### src/rtl/layer_argmax_16.sv
// layer_argmax_16: streams M signed activations per vector and emits the max value and its index.
module layer_argmax_16 #(
    parameter int M     = 16,
    parameter int LOGM  = 4,
    parameter int WIDTH = 16
) (
    input  logic                    clk,
    input  logic                    reset,
    input  logic                    s_valid,
    output logic                    s_ready,
    input  logic signed [WIDTH-1:0] data_in,
    output logic                    m_valid,
    input  logic                    m_ready,
    output logic signed [WIDTH-1:0] data_out,
    output logic [LOGM-1:0]         idx_out,
    output logic [15:0]             vec_count
);
    typedef enum logic [1:0] {INIT, COLLECT, OUTPUT} state_t;
    state_t state;
    logic [LOGM-1:0] cnt, idx_r, nidx;
    logic signed [WIDTH-1:0] max_r, nmax;
    logic take, last;
    // The first element always loads; later ones only on strictly greater, so ties keep the lower index.
    always_comb begin
        take = (cnt == '0) || (data_in > max_r);
        nmax = take ? data_in : max_r;
        nidx = take ? cnt : idx_r;
        last = cnt == LOGM'(M - 1);
    end
    always_ff @(posedge clk) begin
        if (reset) begin
            state     <= INIT;
            s_ready   <= 1'b0;
            m_valid   <= 1'b0;
            data_out  <= '0;
            idx_out   <= '0;
            vec_count <= '0;
            cnt       <= '0;
            max_r     <= '0;
            idx_r     <= '0;
        end else begin
            case (state)
                INIT: begin
                    s_ready <= 1'b1;
                    state   <= COLLECT;
                end
                COLLECT: if (s_valid && s_ready) begin
                    max_r <= nmax;
                    idx_r <= nidx;
                    cnt   <= last ? '0 : cnt + 1'b1;
                    if (last) begin
                        s_ready  <= 1'b0;
                        m_valid  <= 1'b1;
                        data_out <= nmax;
                        idx_out  <= nidx;
                        state    <= OUTPUT;
                    end
                end
                OUTPUT: if (m_ready) begin
                    m_valid   <= 1'b0;
                    s_ready   <= 1'b1;
                    vec_count <= vec_count + 1'b1;
                    state     <= COLLECT;
                end
                default: state <= INIT;
            endcase
        end
    end
endmodule

### config.mk
export PLATFORM = sky130hd
export DESIGN_NAME = layer_argmax_16
export DESIGN_NICKNAME = d
export VERILOG_FILES = /design/src/rtl/layer_argmax_16.sv
export SDC_FILE = /design/constraint.sdc
export NUM_CORES = 1
export LEC_CHECK = 0
export ABC_AREA = 0
export BUFFER_PORTS_ARGS = -buffer_cell sky130_fd_sc_hd__buf_2
export CAP_MARGIN = 10
export CORE_MARGIN = 1.5
export CORE_UTILIZATION = 55
export DETAILED_ROUTE_END_ITERATION = 16
export GPL_ROUTABILITY_DRIVEN = 0
export PLACE_DENSITY = 0.76
export SYNTH_ARGS = -nofsm -noshare
export SYNTH_HDL_FRONTEND = slang
export SYNTH_SLANG_ARGS = --single-unit
### constraint.sdc
create_clock -name clk -period 2.75 [get_ports clk]
set_input_delay 0.4125 -clock clk [delete_from_list [all_inputs] [get_ports clk]]
set_output_delay 0.4125 -clock clk [all_outputs]
set_load 0.02 [all_outputs]
Word-level counts from Yosys, hierarchy flattened. Cells that the tools add are included.

Mux-type cells: 15. $add $sub $neg: 2. Equality and inequality tests: 6. Reduce and logical (&&, ||, !) cells: 12. Order comparisons: 1.

Operators by type and width (number): adder 16 x 1 -> 16 bit (second input constant) (1); greater-than comparator 16 bit (1); two-way mux 16 bit (1); two-way mux 4 bit (2); AND reduction 4 bit (2); two-way mux 1 bit (6); two-way mux 2 bit (3); inequality test 2 bit (second input constant) (3); one-hot mux 2 bit (3 select lines) (1); AND reduction 3 bit (2); adder 4 x 1 -> 4 bit (second input constant) (1); == test 4 bit (second input constant) (1); zero test 4 bit (1); AND reduction 2 bit (2); one-hot mux 1 bit (3 select lines) (1); nonzero test 3 bit (1); == test 2 x 1 -> 1 bit (second input constant) (1); == test 2 bit (second input constant) (1); zero test 2 bit (1); one-hot mux 1 bit (2 select lines) (1); nonzero test 2 bit (1); logical AND 1 bit (1); logical OR 1 bit (1).

Output and inout port bits: 38. Logic and storage cells: 45. Bits in registers: 64. Input bits: 20.

Depth between registers and ports, before layout. Gate-level depths: netlist of run 1.

Depth in word-level cells: 4. Mapped depth: 10. Depth with buffers taken out: 8.

Worst setup path before layout of run 1. OpenSTA, ideal clock, no wires.

Kind: in2reg. Start: in data_in[15]. End: reg data_out[10]. Stages on the path: 9. Required time: 2.631 ns. Arrival time: 2.412 ns. Setup time: 0.119 ns. Slack: 0.219 ns. Buffers on the path: 2. Path through: ha_1 > nand4_2 > or3_1 > a21o_1 > and3b_1 > or3b_1 > buf_6 > buf_6 > o221a_1.

Longest elaborated chain between the ends: 3.

RTL lines: from (decl) (RTL line 11) `input logic signed [WIDTH-1:0] data_in,`; greater-than comparator 16 bit (RTL line 25) `take = (cnt == '0) || (data_in > max_r);`; logical OR 1 bit (RTL line 25); two-way mux 16 bit (RTL line 26) `nmax = take ? data_in : max_r;`; to (signal assigned) (RTL line 54) `data_out <= nmax;`; to (decl) (RTL line 14) `output logic signed [WIDTH-1:0] data_out,`.

No other way between the ends. A chain may end at the register's enable or synchronous reset.

Final worst setup path of run 1.
Start: reg max_r[11]. End: reg data_out[14].

Longest elaborated chain between the ends: 3.

RTL lines: from (decl) (RTL line 21) `logic signed [WIDTH-1:0] max_r, nmax;`; from (signal assigned) (RTL line 48) `max_r <= nmax;`; greater-than comparator 16 bit (RTL line 25); logical OR 1 bit (RTL line 25); two-way mux 16 bit (RTL line 26).

No other way between the ends.

==> impl_metrics.ini, run 1 <==
[run_status]
outcome = finished clean

[logic_synthesis]
yosys_most_used_dff = dfxtp_1
synthCells = 358
ys.warnings.count = 0
synth.distinct_cells = 40
seq_area_frac_synth = 0.403
synth_area_mm2 = 0.00318
synth.ff_latch_count = 64
synth_area_per_cell_um2 = 8.88
synth_edf_count = 0
async_flop_share = 0
syn-num-nets = 397

[clocking]
numClockSinks = 64
cts_buffers = 9
path_clk_slew_ns = 0.07
h-tree-depth = 3
post-cts-setup-buffer-count = 0
cts_tree = built
cts_root_buffer = clkbuf_8
cts_buffer_depth = 2
clk_latency_ns = 0.33

[routing]
drt_wl_total_um = 6570
viasPerCell = 5.39
drtPass1Iterations = 4
ant_nets = 0
vias = 2651
wl_per_cell_um = 13.4
route.detailed.drc = 0
drt_iter0_drc = 116

[timing]
tns_ns = 0
hold_slack_ns = 0.345
finalHoldViolations = 0
setup_viol = 0
tightest_slew_ns = 0.949
rsz0062_at_grt = no
finalCriticalPeriod_ns = 2.62
finClkSkew_ns = 0.0115
fin_crit_sh = 0.952
slew_violations = 0
relSlewSlack = 0.367
fmax_ghz = 0.382

[global_routing]
antenna_found_initial = 0
grt_pass1_wl_um = 11200
grtUsageTotal = 0.227
grt_pass1_vias = 2466
grt_overflow_total = 0
grt_max_degree = 70

[cells_and_area]
insertedDiodeCount = 0
syn_to_final_growth_pct = 18.4
layout_commonest_cell = dfxtp_1
final_util = 0.679
instances_no_fill = 492
fin_nets = 454
drive_gt1_frac = 0.224
final_cell_mix = 64 x dfxtp_1, 60 x nor2_1, 57 x buf_2, 37 x nand2b_1, 23 x inv_1
num-fill-cells = 496

[placed_design]
port_buffers = 57
dpl.hpwl_um = 4540
dp.cells = 476

[setup_path]
crit_chain = inv_1 > ha_1 > nand4_1 > or3_1 > a21o_1 > and3b_1 > or3b_4 > buf_6 > o221a_2
cp_slowest_stage_delay_ns = 0.40
cp.required_ns = 2.98
cp.arrival_ns = 2.85
crit_slowest_cell = or3b_4
cp_max_fo = 13
r2r_slack_ns = 0.13
critPathKind = register to register
worst_setup_path_start_kind = register
endpoint_kind = register

[worst_hold_path]
hold_path_class = input port to register

[power_and_ir_drop]
power_uw = 1960
ir_worst_vdd_mv = 0.310
power_density_mw_per_mm2 = 520
cellLeakagePower_uw = 0.00154

[floorplan]
ioPinCount = 58
initial_core_util = 0.574
die_w_um = 79.0
core_area_mm2 = 0.00554
std_cell_rows = 27
die_y_um = 79.0
dieArea_mm2 = 0.00625

[job]
maxCapViolCount = 0
[cell families after synthesis]
kind of cell               share of synthesized area
and+or+nand+nor                                0.236
DFF                                            0.403
AOI/OAI and AO/OA                              0.128
buffers and inverters                         0.0543
muxes                                         0.0661
adders and majority gates                     0.0748
xor gates and xnor gates                      0.0386
[per-layer routing]
metal | GRT usage | routed length [um] | vias up
met4 | 0.0947 | 92 | 0
li1 | - | - | 1347
met2 | 0.366 | 3060 | 56
met3 | 0.0448 | 252 | 9
met1 | 0.297 | 3170 | 1239
met5 | 0 | 0 | -
[cells in the mapped netlist (3+ instances only)]
master	number	area, um^2
o221a_1	10	113
nand4_1	6	37.5
dfxtp_1	64	1280
buf_2	3	15.0
inv_1	23	86.3
ha_1	19	238
o21ai_0	7	35.0
xnor2_1	4	35.0
nand2_1	13	48.8
nor2_1	60	225
or3_1	4	25.0
nand3_1	8	40.0
xor2_1	10	87.6
nor3_1	5	25.0
a21oi_1	13	65.1
o221a_2	8	90.1
mux2i_1	21	210
nand2b_1	37	231
clkbuf_1	11	41.3
[power breakdown]
group,switching (uW),internal (uW)
clock,370,508
combinational,75.9,58.0
sequential,8.58,936
[registers in the layout, indices dropped and copies added, names as in the netlist]
signal / flops
cnt: 4
data_out: 16
idx_out: 4
idx_r: 4
m_valid: 1
max_r: 16
s_ready: 1
state: 2
vec_count: 16
[what timing repair did]
| action | in CTS | in global routing |
|---|---|---|
| hold endpoints to repair | 0 | 0 |
| hold buffers | 0 | 0 |
| resized for setup | 0 | 5 |
| endpoints found under the setup margin | 0 | 18 |
[per-stage QoR]
stage | instance area (um^2) | setup slack [ns]
2_1_floorplan | 3180 | 0.219
3_3_place_gp | 3530 | -0.0198
3_5_place_dp | 3530 | -0.0450
4_1_cts | 3740 | 0.0612
5_1_grt | 3760 | 0.00438
6_report | 3760 | 0.131
[path summary, 6_finish.rpt]
check                         start                        end  depth (start not counted)
min                         m_ready      state[0]$_SDFFE_PP0P_                          3
max reg2reg  max_r[11]$_SDFFE_PP0P_  data_out[14]$_SDFFE_PP0P_                          9
min reg2reg   idx_r[3]$_SDFFE_PP0P_    idx_out[3]$_SDFFE_PP0P_                          2
max          max_r[11]$_SDFFE_PP0P_  data_out[14]$_SDFFE_PP0P_                          9
[final cells by class]
type	count	area [um^2]	area share
Clock buffer	10	128	0.0339
Clock inverter	6	83.8	0.0223
Inverter	23	86.3	0.0229
Multi-Input combinational cell	253	1750	0.466
Sequential cell	64	1280	0.340
Tap cell	72	90.1	0.0239
Timing Repair Buffer	64	342	0.0908
[critical path, delay by kind of cell, from the launching register on]
kind	cells	cell delay [ns]
compound gates	2	0.44
simple gates	4	1.17
fa+ha+maj	1	0.32
buf+inv	2	0.21
flops	1	0.36
(Power assumes the default switching activity.)
==> run 2, diff against run 1 <==
--- a/config.mk
+++ b/config.mk
@@ -8,11 +8,13 @@
 export ABC_AREA = 0
 export BUFFER_PORTS_ARGS = -buffer_cell sky130_fd_sc_hd__buf_2
 export CAP_MARGIN = 10
+export CORE_ASPECT_RATIO = 0.5
 export CORE_MARGIN = 1.5
 export CORE_UTILIZATION = 55
 export DETAILED_ROUTE_END_ITERATION = 16
 export GPL_ROUTABILITY_DRIVEN = 0
 export PLACE_DENSITY = 0.76
+export SKIP_LAST_GASP = 1
 export SYNTH_ARGS = -nofsm -noshare
 export SYNTH_HDL_FRONTEND = slang
 export SYNTH_SLANG_ARGS = --single-unit
==> run 2 against run 1 <==
  * Sequential power is essentially flat
  * Flip-flop and latch count is the same
  * Critical path depth is the same
  * Worst hold slack gained 0.0065 ns
  * Utilization grew 1.4 points
  * Register-to-register slack lost 0.05 ns
  * Routed wire length grew 8.0%
  * Combinational power is essentially flat
  * Die area grew 0.44%
  * Clock skew shrank 0.0075 ns
==> impl_metrics.ini, run 2 (synthesized netlist as in run 1, its figures left out) <==
[run_status]
outcome = finished clean

[setup_path]
cp_slowest_stage_delay_ns = 0.41
endpoint_kind = register
critPathKind = register to register
crit_chain = inv_1 > ha_1 > nand4_2 > or3_4 > a21o_1 > and3b_2 > or3b_4 > buf_4 > o221a_2
cp.arrival_ns = 2.88
r2r_slack_ns = 0.08
crit_slowest_cell = or3_4
cp_max_fo = 10
cp.required_ns = 2.97
worst_setup_path_start_kind = register

[cells_and_area]
syn_to_final_growth_pct = 20.9
layout_commonest_cell = dfxtp_1
num-fill-cells = 447
largestRegisters = data_out: 16 flops, max_r: 16 flops, vec_count: 16 flops
final_util = 0.694
final_cell_mix = 61 x dfxtp_1, 60 x nor2_1, 57 x buf_2, 37 x nand2b_1, 23 x inv_1
drive_gt1_frac = 0.231
insertedDiodeCount = 0
fin_nets = 456
design_area_mm2 = 0.00384

[timing]
setup_viol = 0
finClkSkew_ns = 0.00399
slew_violations = 0
tightest_slew_ns = 0.999
relSlewSlack = 0.334
rsz0062_at_grt = no
finalCriticalPeriod_ns = 2.67
tns_ns = 0
fin_crit_sh = 0.970
finalHoldViolations = 0
fmax_ghz = 0.375

[floorplan]
dieArea_mm2 = 0.00627
std_cell_rows = 19
ioPinCount = 58
initial_core_util = 0.574
die_w_um = 111
core_area_mm2 = 0.00554
die_y_um = 56.8

[routing]
drt_wl_total_um = 7100
viasPerCell = 5.53
ant_nets = 0
drtPass1Iterations = 4
wl_per_cell_um = 14.4
drt_iter0_drc = 163
vias = 2724
route.detailed.drc = 0

[clocking]
cts_root_buffer = clkbuf_16
path_clk_slew_ns = 0.05
clk_latency_ns = 0.33
h-tree-depth = 3
post-cts-setup-buffer-count = 0
cts_buffers = 9
cts_tree = built
holdBufCountCts = 0
numClockSinks = 64
ctsResizeCount = 0
cts_buffer_depth = 2

[job]
maxCapViolCount = 0

[placed_design]
port_buffers = 57
place_area_mm2 = 0.00354
dpl.hpwl_um = 4950

[power_and_ir_drop]
power_density_mw_per_mm2 = 553
ir_worst_vdd_mv = 0.389
cellLeakagePower_uw = 0.00158
power_uw = 2130

[global_routing]
grtUsageTotal = 0.247
grt_max_degree = 70
grt_overflow_total = 0
grt_pass1_vias = 2600
antenna_found_initial = 0
grt_pass1_wl_um = 12100

[worst_hold_path]
hold_path_class = input port to register
-- run 2: metrics by stage --
step	instances	worst slack (ns)	hold WS [ns]
finish	493	0.0821	0.352
global route	493	0.000510	0.351
CTS	493	0.0265	0.343
detailed placement	479	-0.105	0.471
global placement	479	-0.0223	0.459
floorplan	358	0.219	0.449
-- run 2: worst paths after layout --
| check | end | from | cells after the start |
|---|---|---|---|
| hold / removal | state[0]$_SDFFE_PP0P_ | m_ready | 3 |
| setup / recovery | data_out[6]$_SDFFE_PP0P_ | max_r[13]$_SDFFE_PP0P_ | 9 |
| setup reg to reg | data_out[6]$_SDFFE_PP0P_ | max_r[13]$_SDFFE_PP0P_ | 9 |
| hold reg to reg | idx_r[3]$_SDFFE_PP0P_ | idx_r[3]$_SDFFE_PP0P_ | 2 |
-- run 2: routing by layer --
metal  GRT usage  vias to the layer above  wire [um]
met2       0.402                       61       3340
met5           0                        -          0
li1            -                     1350          -
met1       0.300                     1306       3270
met4       0.108                        0         48
met3      0.0842                        7        431
-- run 2: cell type report --
| cell class | count | area, um^2 | share of cell area |
|---|---|---|---|
| multi-input combinational | 253 | 1750 | 0.456 |
| clock buffer | 14 | 274 | 0.0713 |
| tap | 73 | 91.3 | 0.0238 |
| inverter | 23 | 86.3 | 0.0225 |
| sequential | 64 | 1280 | 0.334 |
| timing repair buffer | 66 | 353 | 0.0918 |
-- run 2: power by group --
| group | internal, uW | total, uW | switching [uW] |
|---|---|---|---|
| clock | 673 | 1040 | 369 |
| sequential | 939 | 948 | 8.77 |
| combinational | 58.5 | 136 | 77.7 |
| total | 1670 | 2130 | 456 |
-- run 2: worst max-delay path: cells and delay by family, from the launching register on --
| kind | cells | cell delay (ns) |
|---|---|---|
| flops | 1 | 0.35 |
| fa+ha+maj | 1 | 0.31 |
| compound gates | 2 | 0.46 |
| simple gates | 4 | 1.19 |
| buf+inv | 2 | 0.24 |
